`src/rtl/uart_pkg.sv`:
```
// Shared types and constants for the parametrised UART receiver.
package uart_pkg;

    typedef enum logic [2:0] {
        IDLE    = 3'd0,
        START   = 3'd1,
        DATA    = 3'd2,
        PARITY  = 3'd3,
        STOP    = 3'd4,
        RECOVER = 3'd5
    } rx_state_e;

    localparam int UART_CLK_PER_BIT_115200 = 868;

    // Never returns less than 1, so counters for tiny ranges stay legal vectors.
    function automatic int clog2(input int value);
        int width;
        int rem;
        width = 0;
        rem   = value - 1;
        while (rem > 0) begin
            width = width + 1;
            rem   = rem >> 1;
        end
        return (width < 1) ? 1 : width;
    endfunction

endpackage

```
`src/rtl/uart_rx_param_if.sv`:
```
// Receive-side handshake bundle: data word, valid/ready and status sidebands.
interface uart_rx_param_if #(
    parameter int DATA_BITS = 8
) ();

    logic [DATA_BITS-1:0] o_rx_data;
    logic                 o_rx_valid;
    logic                 i_rx_ready;
    logic                 o_frame_err;
    logic                 o_parity_err;
    logic                 o_overrun;
    logic                 o_busy;

    modport master (
        output o_rx_data, o_rx_valid, o_frame_err, o_parity_err, o_overrun, o_busy,
        input  i_rx_ready
    );

    modport slave (
        input  o_rx_data, o_rx_valid, o_frame_err, o_parity_err, o_overrun, o_busy,
        output i_rx_ready
    );

endinterface

```
`src/rtl/uart_rx_sync.sv`:
```
// Multi-flop synchroniser for the asynchronous RX pin; resets to the idle-high level.
module uart_rx_sync #(
    parameter int SYNC_STAGES = 2
) (
    input  logic i_clk,
    input  logic i_rst_n,
    input  logic i_async,
    output logic o_sync
);

    logic [SYNC_STAGES-1:0] sync_q;

    always_ff @(posedge i_clk or negedge i_rst_n) begin
        if (!i_rst_n) begin
            sync_q <= '1;
        end else begin
            sync_q <= {sync_q[SYNC_STAGES-2:0], i_async};
        end
    end

    assign o_sync = sync_q[SYNC_STAGES-1];

endmodule

```
`src/rtl/uart_rx_param.sv`:
```
// Parametrised UART receiver with framing/overrun detection and a valid/ready output register.
// Optional parity checking is compiled in with `define UART_RX_PARITY_EN.
module uart_rx_param
    import uart_pkg::*;
#(
    parameter int CLK_PER_BIT = UART_CLK_PER_BIT_115200,
    parameter int DATA_BITS   = 8,
    parameter int STOP_BITS   = 1,
    parameter int PARITY_ODD  = 0,
    parameter int SYNC_STAGES = 2
) (
    input  logic           i_clk,
    input  logic           i_rst_n,
    input  logic           i_rx_serial,
    uart_rx_param_if.master rx_if
);

    localparam int CNT_W = clog2(CLK_PER_BIT);
    localparam int IDX_W = clog2(DATA_BITS + 1);
    localparam logic [CNT_W-1:0] CNT_HALF = CNT_W'((CLK_PER_BIT - 1) / 2);
    localparam logic [CNT_W-1:0] CNT_LAST = CNT_W'(CLK_PER_BIT - 1);
    localparam logic [IDX_W-1:0] IDX_LAST = IDX_W'(DATA_BITS - 1);
    localparam logic             STOP_LAST = 1'(STOP_BITS - 1);

    if (CLK_PER_BIT < 8 || DATA_BITS < 5 || DATA_BITS > 9 || STOP_BITS < 1 || STOP_BITS > 2 ||
        PARITY_ODD < 0 || PARITY_ODD > 1 || SYNC_STAGES < 2) begin : g_bad_params
        $error("uart_rx_param: illegal parameter value");
    end

    logic                 rxS;
    rx_state_e            state_q, state_d;
    logic [CNT_W-1:0]     clkCnt_q, clkCnt_d;
    logic [IDX_W-1:0]     bitIdx_q, bitIdx_d;
    logic                 stopIdx_q, stopIdx_d;
    logic [DATA_BITS-1:0] shift_q, shift_d;
    logic                 stopErr_q, stopErr_d;
    logic [DATA_BITS-1:0] data_q, data_d;
    logic                 valid_q, valid_d;
    logic                 frameErr_q, frameErr_d;
    logic                 overrun_q, overrun_d;
    logic                 complete;
    logic                 frameErrNow;
`ifdef UART_RX_PARITY_EN
    logic                 parErr_q, parErr_d;
    logic                 parityErr_q, parityErr_d;
`endif

    uart_rx_sync #(
        .SYNC_STAGES (SYNC_STAGES)
    ) u_sync (
        .i_clk   (i_clk),
        .i_rst_n (i_rst_n),
        .i_async (i_rx_serial),
        .o_sync  (rxS)
    );

    always_ff @(posedge i_clk or negedge i_rst_n) begin
        if (!i_rst_n) begin
            state_q    <= IDLE;
            clkCnt_q   <= '0;
            bitIdx_q   <= '0;
            stopIdx_q  <= 1'b0;
            shift_q    <= '0;
            stopErr_q  <= 1'b0;
            data_q     <= '0;
            valid_q    <= 1'b0;
            frameErr_q <= 1'b0;
            overrun_q  <= 1'b0;
        end else begin
            state_q    <= state_d;
            clkCnt_q   <= clkCnt_d;
            bitIdx_q   <= bitIdx_d;
            stopIdx_q  <= stopIdx_d;
            shift_q    <= shift_d;
            stopErr_q  <= stopErr_d;
            data_q     <= data_d;
            valid_q    <= valid_d;
            frameErr_q <= frameErr_d;
            overrun_q  <= overrun_d;
        end
    end

`ifdef UART_RX_PARITY_EN
    always_ff @(posedge i_clk or negedge i_rst_n) begin
        if (!i_rst_n) begin
            parErr_q    <= 1'b0;
            parityErr_q <= 1'b0;
        end else begin
            parErr_q    <= parErr_d;
            parityErr_q <= parityErr_d;
        end
    end
`endif

    // Data bits shift in from the MSB end, so the first (LSB) bit lands at index 0 after the last shift.
    always_comb begin
        state_d     = state_q;
        clkCnt_d    = clkCnt_q;
        bitIdx_d    = bitIdx_q;
        stopIdx_d   = stopIdx_q;
        shift_d     = shift_q;
        stopErr_d   = stopErr_q;
        data_d      = data_q;
        valid_d     = valid_q;
        frameErr_d  = frameErr_q;
        overrun_d   = 1'b0;
        complete    = 1'b0;
        frameErrNow = stopErr_q | ~rxS;
`ifdef UART_RX_PARITY_EN
        parErr_d    = parErr_q;
        parityErr_d = parityErr_q;
`endif

        if (valid_q && rx_if.i_rx_ready) begin
            valid_d = 1'b0;
        end

        case (state_q)
            IDLE: begin
                if (!rxS) begin
                    clkCnt_d = '0;
                    state_d  = START;
                end
            end
            START: begin
                if (clkCnt_q == CNT_HALF) begin
                    clkCnt_d  = '0;
                    bitIdx_d  = '0;
                    stopIdx_d = 1'b0;
                    stopErr_d = 1'b0;
                    state_d   = rxS ? IDLE : DATA;
                end else begin
                    clkCnt_d = clkCnt_q + CNT_W'(1);
                end
            end
            DATA: begin
                if (clkCnt_q == CNT_LAST) begin
                    clkCnt_d = '0;
                    shift_d  = {rxS, shift_q[DATA_BITS-1:1]};
                    if (bitIdx_q == IDX_LAST) begin
`ifdef UART_RX_PARITY_EN
                        state_d = PARITY;
`else
                        state_d = STOP;
`endif
                    end else begin
                        bitIdx_d = bitIdx_q + IDX_W'(1);
                    end
                end else begin
                    clkCnt_d = clkCnt_q + CNT_W'(1);
                end
            end
`ifdef UART_RX_PARITY_EN
            PARITY: begin
                if (clkCnt_q == CNT_LAST) begin
                    clkCnt_d = '0;
                    parErr_d = (^shift_q) ^ rxS ^ 1'(PARITY_ODD);
                    state_d  = STOP;
                end else begin
                    clkCnt_d = clkCnt_q + CNT_W'(1);
                end
            end
`endif
            STOP: begin
                if (clkCnt_q == CNT_LAST) begin
                    clkCnt_d  = '0;
                    stopErr_d = frameErrNow;
                    if (stopIdx_q == STOP_LAST) begin
                        complete = 1'b1;
                    end else begin
                        stopIdx_d = 1'b1;
                    end
                end else begin
                    clkCnt_d = clkCnt_q + CNT_W'(1);
                end
            end
            RECOVER: begin
                if (rxS) begin
                    state_d = IDLE;
                end
            end
            default: begin
                state_d = IDLE;
            end
        endcase

        // An errored frame parks in RECOVER so a held-low break yields only one word.
        if (complete) begin
            state_d = frameErrNow ? RECOVER : IDLE;
            if (!valid_q || rx_if.i_rx_ready) begin
                data_d     = shift_q;
                frameErr_d = frameErrNow;
                valid_d    = 1'b1;
`ifdef UART_RX_PARITY_EN
                parityErr_d = parErr_q;
`endif
            end else begin
                overrun_d = 1'b1;
            end
        end
    end

    assign rx_if.o_rx_data   = data_q;
    assign rx_if.o_rx_valid  = valid_q;
    assign rx_if.o_frame_err = frameErr_q;
    assign rx_if.o_overrun   = overrun_q;
    assign rx_if.o_busy      = (state_q != IDLE);
`ifdef UART_RX_PARITY_EN
    assign rx_if.o_parity_err = parityErr_q;
`else
    assign rx_if.o_parity_err = 1'b0;
`endif

endmodule

```
`src/flat_wrapper.sv`:
```
// flat-port wrapper written by rule: the top's interface ports become plain ports
module uart_rx_param_flat import uart_pkg::*;
#(
    parameter int CLK_PER_BIT = UART_CLK_PER_BIT_115200,
    parameter int DATA_BITS   = 8,
    parameter int STOP_BITS   = 1,
    parameter int PARITY_ODD  = 0,
    parameter int SYNC_STAGES = 2
)
  (i_clk, i_rst_n, i_rx_serial, rx_if_o_rx_data, rx_if_o_rx_valid, rx_if_o_frame_err, rx_if_o_parity_err, rx_if_o_overrun, rx_if_o_busy, rx_if_i_rx_ready);
  uart_rx_param_if #(.DATA_BITS(DATA_BITS)) rx_if_i ();
  input  logic i_clk;
  input  logic i_rst_n;
  input  logic i_rx_serial;
  output wire logic [$bits(rx_if_i.o_rx_data)-1:0] rx_if_o_rx_data;
  output wire logic [$bits(rx_if_i.o_rx_valid)-1:0] rx_if_o_rx_valid;
  output wire logic [$bits(rx_if_i.o_frame_err)-1:0] rx_if_o_frame_err;
  output wire logic [$bits(rx_if_i.o_parity_err)-1:0] rx_if_o_parity_err;
  output wire logic [$bits(rx_if_i.o_overrun)-1:0] rx_if_o_overrun;
  output wire logic [$bits(rx_if_i.o_busy)-1:0] rx_if_o_busy;
  input wire logic [$bits(rx_if_i.i_rx_ready)-1:0] rx_if_i_rx_ready;
  assign rx_if_o_rx_data = rx_if_i.o_rx_data;
  assign rx_if_o_rx_valid = rx_if_i.o_rx_valid;
  assign rx_if_o_frame_err = rx_if_i.o_frame_err;
  assign rx_if_o_parity_err = rx_if_i.o_parity_err;
  assign rx_if_o_overrun = rx_if_i.o_overrun;
  assign rx_if_o_busy = rx_if_i.o_busy;
  assign rx_if_i.i_rx_ready = rx_if_i_rx_ready;
  uart_rx_param #(.CLK_PER_BIT(CLK_PER_BIT), .DATA_BITS(DATA_BITS), .STOP_BITS(STOP_BITS), .PARITY_ODD(PARITY_ODD), .SYNC_STAGES(SYNC_STAGES)) u_core (.i_clk(i_clk), .i_rst_n(i_rst_n), .i_rx_serial(i_rx_serial), .rx_if(rx_if_i));
endmodule
```
`config.mk`:
```
export PLATFORM = sky130hd
export DESIGN_NAME = uart_rx_param_flat
export DESIGN_NICKNAME = d
export VERILOG_FILES = /design/src/rtl/uart_pkg.sv /design/src/rtl/uart_rx_param_if.sv /design/src/rtl/uart_rx_sync.sv /design/src/rtl/uart_rx_param.sv /design/src/flat_wrapper.sv
export SDC_FILE = /design/constraint.sdc
export NUM_CORES = 1
export LEC_CHECK = 0
export BUFFER_PORTS_ARGS = -buffer_cell sky130_fd_sc_hd__buf_2
export CAP_MARGIN = 20
export CORE_AREA = 10 10 58 107
export DETAILED_ROUTE_END_ITERATION = 10
export DIE_AREA = 0 0 68 117
export HOLD_SLACK_MARGIN = 0.12
export SLEW_MARGIN = 10
export SYNTH_ARGS = -nofsm -noshare
export SYNTH_HDL_FRONTEND = slang
export SYNTH_HIERARCHICAL = 1
export SYNTH_SLANG_ARGS = --single-unit
```
`constraint.sdc`:
```
create_clock -name i_clk -period 2.25 [get_ports i_clk]
set_clock_uncertainty 0.1 [all_clocks]
set_input_delay 0.1125 -clock i_clk [delete_from_list [all_inputs] [get_ports i_clk]]
set_output_delay 0.1125 -clock i_clk [all_outputs]
set_load 0.01 [all_outputs]
```
======== After elaboration in Yosys (flattened, before gate mapping) ========
Index checks and enable logic that the tools add are counted.
W data, S select, Z words.
cells by class
  $add $sub $neg .......................... 2
  equal/unequal tests ..................... 18
  muxes and demuxes ....................... 31
  bitwise operators ....................... 2
  reductions and logical operators ........ 15
operators with widths
  cell                     number
  $mux W10                 3
  $pmux W10 S3             1
  $mux W3                  7
  $pmux W3 S5              1
  $mux W1                  12
  $mux W4                  3
  $add A10 B1 Y10 const B  1
  $eq A10 B10 Y1 const B   1
  $eq A10 B9 Y1 const B    1
  $ne A3 B1 Y1 const B     3
  $ne A2 B1 Y1 const B     4
  $pmux W4 S2              1
  $eq A3 B3 Y1 const B     2
  $ne A3 B2 Y1 const B     2
  $reduce_and A2 Y1        3
  $reduce_and A6 Y1        1
  $reduce_bool A3 Y1       2
  $add A4 B1 Y4 const B    1
  $eq A4 B3 Y1 const B     1
  $ne A2 B2 Y1 const B     2
  $pmux W1 S2              2
  $reduce_and A4 Y1        1
  $reduce_bool A2 Y1       2
  $eq A3 B1 Y1 const B     1
  10 further kinds         10
storage, ports and cells
  flip-flop bits (word level) ............. 40
  input bits .............................. 4
  output and inout bits ................... 13
  logic and storage cells ................. 79

======== Depth between registers and ports, before layout ========
Gate-level depths: netlist of the first run.
  depth after elaboration ................. 5
  depth in mapped cells ................... 7
  mapped depth without buffers ............ 6

======== Hierarchy ========
The synthesis of the first run kept the hierarchy.
modules (own cells, without submodules)
  module         times used  cells each  area each (um^2)  sequential area each (um^2)
  uart_rx_param  1           180         1905.6            925.9
  uart_rx_sync   1           2           52.6              52.6

======== Worst setup path before layout of the first run ========
Ideal clock, no wire load.
  kind .................................... reg2reg
  start ................................... register u_core.clkCnt_q[0]
  end ..................................... register u_core.frameErr_q (netlist: u_core/rx_if.o_frame_err)
  setup time .............................. 0.125 ns
  arrival ................................. 1.744 ns
  required time ........................... 2.025 ns
  setup slack ............................. 0.282 ns
  cell stages (with the launch flop) ...... 7
  path buffers ............................ 1
  period minus slack after synthesis ...... 1.968 ns
  path through ............................ dfrtp_1 ha_1 nor2b_1 nand4_1 nor2b_1 buf_4 mux2_2
between the ends
  cells in the longest elaborated chain, start to end .. 4
RTL lines
  item                         line                  text
  start, declared              uart_rx_param.sv:32   logic [CNT_W-1:0] clkCnt_q, clkCnt_d;
  start signal, assigned       uart_rx_param.sv:71   clkCnt_q <= clkCnt_d;
  $eq A10 B10 Y1               uart_rx_param.sv:165  if (clkCnt_q == CNT_LAST) begin
  $mux W1                      uart_rx_param.sv:165
  $mux W1                      uart_rx_param.sv:118  case (state_q)
  $reduce_and A2 Y1 (no line)  -
  end signal, assigned         uart_rx_param.sv:78   frameErr_q <= frameErr_d;
  end, declared                uart_rx_param.sv:39   logic frameErr_q, frameErr_d;
Every way passes these cells.
A chain may end at the register's enable or synchronous reset.

======== Worst setup path in the final report of the first run ========
  start ................................... register u_core.clkCnt_q[0]
  end ..................................... register u_core.state_q[2]
between the ends
  cells in the longest elaborated chain, start to end .. 5
  elaborated cells between the ends (all ways) .. 12
  those cells by class .................... eq/ne (8); mux (3); reduce/logical (1)
RTL lines
  item                                                  line                                        text
  $eq A10 B10 Y1                                        uart_rx_param.sv:137, uart_rx_param.sv:165
  $mux W1                                               uart_rx_param.sv:165
  $mux W1                                               uart_rx_param.sv:118
  $ne A3 B1 Y1 (no line), or another cell as far along  -
  $reduce_and A6 Y1 (no line)                           -
  end signal, assigned                                  uart_rx_param.sv:70                         state_q <= state_d;
  end, declared                                         uart_rx_param.sv:31                         rx_state_e state_q, state_d;
Several ways; a longest one is shown, not always the timed one.

==> impl_metrics.toml, run 1 <==
[outcome]
status = "finished, final reports clean"

[logic_synthesis]
synth_top_flop_cell = "dfrtp_1"
netlist_area_sq_um = 1958
yosysTopAreaCell = "dfrtp_1"
synthArstFlopShare_pct = 100.0
syn_area_per_cell_sq_um = 10.76
syn_nets = 189
synthTopCellsByArea = "dfrtp_1, mux2_2, nand2_1, o21ai_0, dfstp_2"
ys_types = 48
yosys.area.top_type_share_pct = 47.28
synth.most_common_cell = "dfrtp_1"
synth_warnings = 6
ys_seq_elements = 39
synthCells = 182
ys_seq_area_share_pct = 49.97
netlist_top_cells_count = "dfrtp_1, nand2_1, mux2_2, o21ai_0, nor2_1"
synth_edf_count = 0

[job]
drv_cap = 0

[sta]
max_freq_mhz = 489.1
finalSetupViolCount = 0
report.final.slew_viol_count = 0
fin_crit_sh_pct = 90.87
tns_ns = 0
finalHoldViolCount = 0
fin_crit_ns = 2.045
rsz0062_at_grt = "false"
fin_hold_ws_ns = 0.2566
worst_pin_slew_ns = 0.8788
max_slew_margin_pct = 41.42

[clocking]
root_buffer = "clkbuf_8"
cts_tree = "done"
clk_latency_ns = 0.29
cts_sinks = 39
path_clk_slew_ns = 0.08
numCtsBuffers = 5
clock_tree.buffer_depth = 2
ctsHtreeMaxLevel = 2

[worst_setup_path]
r2r_start = "u_core/clkCnt_q[0]"
cp-startpoint = "u_core/clkCnt_q[0]"
endpoint_kind = "register"
arrival_ns = 2.12
cp_max_fo = 6
worstSetupStartpointType = "register"
worst-setup-path-type = "reg2reg"
worstPathRequired_ns = 2.33

[global_route]
first_global_vias = 1524
antenna_found_initial = 0
grtUsageTotal_pct = 11.46
grt_pass1_wl_um = 7182
grt_max_degree = 40
overflow = 0

[detailed_routing]
wl_per_cell_um = 16.08
firstDrtPassIters = 4
num_vias = 1449
via_per_inst = 5.552
ant_nets = 0
drtIter0Drc = 74
wl_um = 4196
drc = 0

[cells_and_area]
final_net_count = 212
antenna_cells = 0
final_cells = 261
area_delta_synth_final_pct = 15.02
drive_above_1_share_pct = 28.64

[placement]
hpwl_um = 3077
port-buffer-count = 15
gp_congestion = 0.8019
placed_cells = 250

[floorplanning]
die_area_sq_um = 7956
fp.dieW_um = 68
rows = 35
start_util_pct = 42.99
core_area_sq_um = 4554
chipHeight_um = 117
pin_count = 17

[power]
power_mw = 1.312
powerDensity_nw_per_um2 = 582.7
p_leak_nw = 1.083
peakVddDrop_v = 0.0004122

[min_path]
hp-class = "reg2reg"
min-delay-start = "u_core/u_sync/sync_q[0]"
## sequential cells by signal, indices dropped and copies added, names as in the netlist
| name | cells |
|---|---|
| u_core/u_sync/sync_q | 2 |
| u_core/clkCnt_q | 10 |
| u_core/state_q | 3 |
| u_core/stopErr_q | 1 |
| u_core/rx_if.o_rx_valid | 1 |
| u_core/rx_if.o_frame_err | 1 |
| u_core/rx_if.o_rx_data | 8 |
| u_core/shift_q | 8 |
| u_core/bitIdx_q | 4 |
| u_core/rx_if.o_overrun | 1 |
## power by group
part / leakage (nW) / total [mW] / internal, mW / switching (mW)
combinational: 0.501 / 0.0228 / 0.00624 / 0.0165
clock: 0.0581 / 0.584 / 0.330 / 0.254
sequential: 0.523 / 0.705 / 0.704 / 0.00186
total: 1.08 / 1.31 / 1.04 / 0.272
## placed cells by master, fill, tap and decap left out, drive strengths merged, types with 2 or more instances in the layout
cell and instances:
nor3b 4, nor3 2, mux2 19, nand3 4, nand2 22, nand4 5, inv 6, nand2b 3
a22oi 3, nor2b 4, o21a 3, ha 3, dlygate4sd3 3, clkinv 2, o221ai 2, a21oi 2
dfstp 2, o22ai 2, buf 22, a31oi 2, a22o 2, o211ai 4, nor2 9, o21bai 2
clkbuf 5, dfrtp 37, o21ai 12, or3 3
## path summary, 6_finish.rpt
check                                     endpoint  slack, ns  depth (start not counted)
setup reg to reg                 u_core/state_q[2]       0.21                          5
hold / removal             u_core/u_sync/sync_q[1]       0.26                          0
hold reg to reg            u_core/u_sync/sync_q[1]       0.26                          0
setup / recovery                 u_core/state_q[2]       0.21                          5
min in group asynchronous   u_core/rx_if.o_overrun       0.37                          2
max in group asynchronous       u_core/bitIdx_q[0]       1.13                          2
## cell type report
type / count / area [sq um]
clock buffers: 5 / 68.82
clock inverters: 3 / 43.79
fillers: 437 / 2302
inverters: 6 / 22.52
multi-input cells: 128 / 912.1
flip-flops and latches: 39 / 978.4
well taps: 55 / 68.82
repair buffers: 25 / 157.7
## critical path, stage by stage, from the launching register on
cell	delay, ns
dfrtp_1	0.43
ha_1	0.23
nor2b_2	0.27
a311oi_2	0.16
nor4_1	0.37
mux2_2	0.37
## stage by stage
stage	setup WS, ns	cell area, sq um	util (%)
floorplan	0.2816	1958	-
global placement	0.06503	2100	46.10
detailed placement	0.0002083	2100	46.10
CTS	0.02254	2245	49.29
global route	0.06051	2252	49.45
finish	0.2054	2252	49.45
## metal layers
metal	track usage (%)	part of all wire [%]	vias to the layer above
met5	0	0	-
met4	5.398	1.1	0
met3	2.860	4.1	6
met2	20.22	55	20
met1	12.05	40	719
li1	-	-	704
## timing repair
item / 4_1_cts / 5_1_grt
setup buffers: 0 / 0
pin swaps: 0 / 0
gates resized for setup: 1 / 2
endpoints found under the setup margin: 3 / 18
endpoints found under the hold margin: 40 / 0
hold buffers: 3 / 0
## cells by family (layout without fill, tap and decap cells)
family | after synthesis | in the layout | synth area share [%]
AO/OA/AOI/OAI | 40 | 40 | 14.38
XOR/XNOR | 1 | 1 | 0.4474
adder cells (fa/ha/maj) | 3 | 3 | 1.917
buffers and inverters | 15 | 39 | 3.961
flip-flops | 39 | 39 | 49.97
multiplexers | 19 | 19 | 10.93
other | 1 | 1 | 0.1915
AND/OR/NAND/NOR | 64 | 64 | 18.21
Note: power is estimated with default switching activity, not from simulation.
==> inputs of run 2 (changes only) <==
--- a/config.mk
+++ b/config.mk
@@ -7,12 +7,11 @@
 export LEC_CHECK = 0
 export BUFFER_PORTS_ARGS = -buffer_cell sky130_fd_sc_hd__buf_2
 export CAP_MARGIN = 20
-export CORE_AREA = 10 10 58 107
+export CORE_AREA = 10 10 59 108
 export DETAILED_ROUTE_END_ITERATION = 10
-export DIE_AREA = 0 0 68 117
+export DIE_AREA = 0 0 69 118
 export HOLD_SLACK_MARGIN = 0.12
 export SLEW_MARGIN = 10
 export SYNTH_ARGS = -nofsm -noshare
 export SYNTH_HDL_FRONTEND = slang
-export SYNTH_HIERARCHICAL = 1
 export SYNTH_SLANG_ARGS = --single-unit
==> run 2 against run 1 <==
  * Flip-flop and latch count unchanged
  * Synthesized cell count increased by 2.2%
  * Worst setup slack improved by 0.0044 ns
  * Clock power decreased by 0.9%
  * Utilization increased by 1.3 points
  * First-iteration DRC count decreased by 24%
  * Via count increased by 8.6%
  * Register-to-register slack about the same
  * Combinational power about the same
  * Hold slack improved by 0.00081 ns
  * Highest routed layer unchanged
==> impl_metrics.toml, run 2 <==
[global_route]
antenna_found_initial = 0
overflow = 0
use_met3_pct = 2.447
met1_usage_pct = 9.995
grt_max_degree = 40
grt.busiest_layer = "met2"
grt_pass1_wl_um = 7714
grtUsageTotal_pct = 11.16
grt_use_met2_pct = 22.14
first_global_vias = 1656

[logic_synthesis]
yosys.area.top_type_share_pct = 46.37
netlist_top_cells_count = "dfrtp_1, nand2_1, mux2_1"
synth_top_flop_cell = "dfrtp_1"
synthTopCellsByArea = "dfrtp_1, mux2_1, nand2_1, dfstp_2, o221ai_1"
syn_nets = 193
synth_edf_count = 0
ys_seq_elements = 39
ys_types = 53
netlist_area_sq_um = 1997
syn_area_per_cell_sq_um = 10.74
synth.most_common_cell = "dfrtp_1"
synthArstFlopShare_pct = 100.0
yosysTopAreaCell = "dfrtp_1"
synth_warnings = 0
ys_seq_area_share_pct = 49.00
synthCells = 186

[detailed_routing]
wl_um = 4479
num_vias = 1574
ant_nets = 0
drtIter0Drc = 56
drc = 0
firstDrtPassIters = 4
wl_per_cell_um = 16.47
via_per_inst = 5.787

[worst_setup_path]
cp.depth = 7
arrival_ns = 2.12
cp_slowest_stage_delay_ns = 0.41
path_common_cell = "buf_4"
cp_num_buf_inv = 2
timing.rr.end = "u_core.rx_if.o_rx_data[2]"
worstSetupStartpointType = "register"
r2r_cells = 7
cp-startpoint = "u_core.clkCnt_q[1]"
path_cells = "ha_1 > nor4bb_2 > buf_4 > nand4_2 > nor2b_1 > buf_4 > mux2_1"
r2r_start = "u_core.clkCnt_q[1]"
crit_family = "simple AND/OR/NAND/NOR gates"
endpoint_kind = "register"
crit_path_end = "u_core.rx_if.o_rx_data[2]"
worstPathRequired_ns = 2.33
cp_max_fo = 9
r2r_slack_ns = 0.21
worst-setup-path-type = "reg2reg"
crit_path_top_delay_cell = "dfrtp_1"

[cells_and_area]
final_cell_mix = "dfrtp_1, nand2_1, mux2_1"
final_cells = 272
largest_reg_flops = 10
final_common_cell = "dfrtp_1"
antenna_cells = 0
top_register = "u_core.clkCnt_q"
area_delta_synth_final_pct = 17.86
fillerInstances = 439
final_net_count = 223
drive_above_1_share_pct = 22.12

[sta]
fin_crit_sh_pct = 90.67
rsz0062_at_grt = "false"
finalSetupViolCount = 0
fin_hold_ws_ns = 0.2574
worst_pin_slew_ns = 0.8601
max_freq_mhz = 490.2
fin_crit_ns = 2.040
finalHoldViolCount = 0
report.final.slew_viol_count = 0
tns_ns = 0
max_slew_margin_pct = 42.66

[job]
drv_cap = 0

[floorplanning]
rows = 35
chipHeight_um = 118
fp.dieW_um = 69
pin_count = 17
core_area_sq_um = 4642
die_area_sq_um = 8142
start_util_pct = 43.02

[clocking]
clock_tree.buffer_depth = 2
path_clk_slew_ns = 0.08
numCtsBuffers = 5
cts_sinks = 39
cts_tree = "done"
root_buffer = "clkbuf_8"
clk_latency_ns = 0.29
cts_setup_buffers = 0
ctsHtreeMaxLevel = 2

[min_path]
whs_path_depth = 0
hp-class = "reg2reg"
min-delay-start = "u_core.u_sync.sync_q[0]"

[placement]
placed_cells = 261
gp_congestion = 0.9388
port-buffer-count = 15
hpwl_um = 3450

[outcome]
status = "finished, final reports clean"

[power]
powerDensity_nw_per_um2 = 555.3
peakVddDrop_v = 0.0003346
p_leak_nw = 1.150
run 2: cell count changes after synthesis, sizes merged, moves of 2 or more:
cell,before,now
nand2,22,28
o21ai,12,8
o221ai,2,6
a22oi,3,0
nor2,9,6
a311oi,1,3
and2,1,3
mux2,19,17
nor4,1,3
or3,3,1
run 2: worst min-delay path by stage:
stage,endpoint,slack (ns)
after floorplan,u_core.bitIdx_q[0],-0.28
after global placement,u_core.u_sync.sync_q[0],0.12
after detailed placement,u_core.u_sync.sync_q[0],0.12
after CTS,u_core.u_sync.sync_q[1],0.26
after global routing,u_core.u_sync.sync_q[1],0.27
final,u_core.u_sync.sync_q[1],0.26
run 2: stage by stage:
| step | worst slack (ns) | utilization [%] | total power [mW] | instance area, sq um |
|---|---|---|---|---|
| 2_1_floorplan | 0.2795 | - | 0.7225 | 1997 |
| 6_report | 0.2098 | 50.70 | 1.307 | 2354 |
| 3_5_place_dp | 0.1081 | 47.36 | 0.7388 | 2198 |
| 3_3_place_gp | 0.1811 | 47.36 | 0.7384 | 2198 |
| 4_1_cts | 0.09608 | 50.43 | 1.328 | 2341 |
| 5_1_grt | 0.02894 | 50.70 | 1.361 | 2354 |
run 2: area by class of cell:
class | instances | area (sq um) | share of cell area (%)
sequential | 39 | 978.4 | 41.57
multi-input combinational | 132 | 960.9 | 40.83
timing repair buffer | 32 | 210.2 | 8.931
clock buffer | 5 | 68.82 | 2.924
tap | 55 | 68.82 | 2.924
clock inverter | 3 | 43.79 | 1.861
inverter | 6 | 22.52 | 0.9569
run 2: worst reg2reg max path: stages, from the launching register on:
cell and delay [ns]:
dfrtp_1 0.41, ha_1 0.22, nor4bb_2 0.21, buf_4 0.20, nand4_2 0.12, nor2b_1 0.14
buf_4 0.19, mux2_1 0.34
run 2: cells by family (layout without fill, tap and decap cells):
logic type,Yosys count,after routing,share of synthesized area [%]
and+or+nand+nor,68,68,18.92
AOI/OAI and AO/OA,41,41,16.04
DFF,39,39,49.00
muxes,17,17,9.586
buffers and inverters,15,46,3.508
adders and majority gates,3,3,1.880
xor gates and xnor gates,2,2,0.8774
other,1,1,0.1878
run 2: what timing repair did:
action                                  4_1_cts  5_1_grt
endpoints found under the setup margin        0        4
gates resized for setup                       0        2
hold buffers                                  3        0
hold endpoints to repair                     40        0
run 2: per-layer routing:
| layer | part of all wire [%] | routed length [um] |
|---|---|---|
| met3 | 2.8 | 124 |
| met2 | 59 | 2635 |
| met4 | 2.5 | 110 |
| met5 | 0 | 0 |
| met1 | 36 | 1610 |
run 2: power by group:
group | leakage [nW] | internal (mW) | total, mW | switching (mW)
Clock | 0.0581 | 0.330 | 0.579 | 0.249
Combinational | 0.569 | 0.00582 | 0.0227 | 0.0169
Sequential | 0.523 | 0.704 | 0.705 | 0.00165
Total | 1.15 | 1.04 | 1.31 | 0.267
==> inputs of run 3 (changes only) <==
--- a/config.mk
+++ b/config.mk
@@ -7,10 +7,11 @@
 export LEC_CHECK = 0
 export BUFFER_PORTS_ARGS = -buffer_cell sky130_fd_sc_hd__buf_2
 export CAP_MARGIN = 20
-export CORE_AREA = 10 10 59 108
+export CORE_AREA = 10 10 65 120
 export DETAILED_ROUTE_END_ITERATION = 10
-export DIE_AREA = 0 0 69 118
+export DIE_AREA = 0 0 75 130
 export HOLD_SLACK_MARGIN = 0.12
+export PLACE_DENSITY_LB_ADDON = 0.08
 export SLEW_MARGIN = 10
 export SYNTH_ARGS = -nofsm -noshare
 export SYNTH_HDL_FRONTEND = slang
==> run 3 against run 2 <==
  * Routed wire length is 5.4% higher
  * Via count decreased by 2.4%
  * Sequential power barely moved
  * Hold slack lost 0.0012 ns
  * Sequential share of layout area fell by 1.1 points
  * Register-to-register slack got worse by 0.03 ns
  * Highest routed layer unchanged
==> impl_metrics.toml, run 3 (synthesis gave the netlist of run 2 again) <==
[outcome]
status = "finished, final reports clean"

[cells_and_area]
drive_above_1_share_pct = 21.50
final_common_cell = "dfrtp_1"
final_cell_mix = "dfrtp_1, nand2_1, mux2_1"
top_register = "u_core.clkCnt_q"
fin_area_sq_um = 2421
antenna_cells = 0
area_delta_synth_final_pct = 21.24
largest_reg_flops = 10
final_net_count = 220

[floorplanning]
fp.dieW_um = 75
die_area_sq_um = 9750
chipHeight_um = 130
core_area_sq_um = 5956
start_util_pct = 33.53
pin_count = 17
rows = 40

[power]
p_seq_share_pct = 43.2
power.share.clock_pct = 55.4
netSwitchingPower_mw = 0.2876
powerDensity_nw_per_um2 = 674.8
internal_power_mw = 1.346
power_mw = 1.634
combPwrFrac_pct = 1.4
peakVddDrop_v = 0.0003447
p_sw_share_pct = 17.60
p_leak_nw = 1.162

[placement]
place_area_sq_um = 2186
port-buffer-count = 15
gp_congestion = 0.8464
hpwl_um = 3562

[clocking]
cts_tree = "done"
cts_sinks = 39
path_clk_slew_ns = 0.06
clk_latency_ns = 0.28
root_buffer = "clkbuf_16"
ctsHtreeMaxLevel = 2
numCtsBuffers = 5
clock_tree.buffer_depth = 2
cts_setup_buffers = 0

[detailed_routing]
firstDrtPassIters = 4
wl_per_cell_um = 17.04
wl_um = 4720
via_per_inst = 5.549
ant_nets = 0
drtIter0Drc = 43
drc = 0
num_vias = 1537

[worst_setup_path]
arrival_ns = 2.13
endpoint_kind = "register"
path_cells = "ha_2 > nor4bb_2 > buf_4 > nand4_2 > nor2b_1 > buf_4 > mux2_1"
crit_path_top_delay_cell = "dfrtp_2"
worst-setup-path-type = "reg2reg"
cp_max_fo = 9
worstSetupStartpointType = "register"
worstPathRequired_ns = 2.32
cp_slowest_stage_delay_ns = 0.41
cp_num_buf_inv = 2
r2r_slack_ns = 0.18
crit_family = "simple AND/OR/NAND/NOR gates"
path_common_cell = "buf_4"

[global_route]
grt_max_degree = 40
grt_pass1_wl_um = 7631
overflow = 0
grtUsageTotal_pct = 10.31
antenna_found_initial = 0
first_global_vias = 1630

[sta]
finalHoldViolCount = 0
finalSetupViolCount = 0
max_freq_mhz = 483.6
report.final.slew_viol_count = 0
fin_crit_ns = 2.068
max_slew_margin_pct = 41.89
tns_ns = 0
worst_pin_slew_ns = 0.8716
fin_crit_sh_pct = 91.91

[min_path]
hp-class = "reg2reg"

[job]
drv_cap = 0
[run 3: metrics by stage]
| stage | setup WS (ns) | hold WS [ns] | instances | util [%] |
|---|---|---|---|---|
| 2_1_floorplan | 0.2795 | -0.2831 | 186 | - |
| 3_3_place_gp | 0.08387 | 0.1170 | 266 | 36.70 |
| 3_5_place_dp | 0.04247 | 0.1211 | 266 | 36.70 |
| 4_1_cts | 0.01401 | 0.2554 | 277 | 40.38 |
| 5_1_grt | -0.01267 | 0.2600 | 277 | 40.65 |
| 6_report | 0.1821 | 0.2562 | 277 | 40.65 |
[run 3: timing repair]
item | 4_1_cts | 5_1_grt
hold buffers | 3 | 0
endpoints found under the hold margin | 40 | 0
gates resized for setup | 0 | 4
setup endpoints to repair | 0 | 13
[run 3: final timing paths]
check / from / end / cells past startpoint
max in group asynchronous: i_rst_n / u_core.clkCnt_q[0] / 2
hold reg to reg: u_core.u_sync.sync_q[0] / u_core.u_sync.sync_q[1] / 0
setup reg to reg: u_core.clkCnt_q[0] / u_core.rx_if.o_rx_data[6] / 7
hold / removal: u_core.u_sync.sync_q[0] / u_core.u_sync.sync_q[1] / 0
min in group asynchronous: i_rst_n / u_core.rx_if.o_rx_data[5] / 2
setup / recovery: u_core.clkCnt_q[0] / u_core.rx_if.o_rx_data[6] / 7
[run 3: power groups by stage]
stage	registers (mW)	clock network, mW	logic, mW
finish	0.706	0.905	0.0228
global route	0.706	0.959	0.0269
CTS	0.706	0.933	0.0247
detailed placement	0.719	0	0.0205
global placement	0.719	0	0.0200
floorplan	0.718	0	0.00404
[run 3: worst register-to-register path, delay by kind of cell, from the launching register on]
family                   cells  cell delay, ns
multiplexers                 1            0.34
AND/OR/NAND/NOR              3            0.49
flip-flops                   1            0.41
buffers and inverters        2            0.40
adder cells (fa/ha/maj)      1            0.22
[run 3: area by class of cell]
class,count,area [sq um]
Clock inverter,2,60.06
Timing Repair Buffer,29,187.7
Inverter,6,22.52
Fill cell,596,3535
Clock buffer,6,128.9
Multi-Input combinational cell,132,963.4
Tap cell,63,78.83
Sequential cell,39,979.7
[run 3: per-layer routing]
layer / track usage (%) / vias to the layer above / wire [um]
li1: - / 739 / -
met1: 8.600 / 759 / 1615
met2: 20.05 / 28 / 2800
met3: 2.281 / 11 / 148
met4: 6.839 / 0 / 155
met5: 0 / - / 0
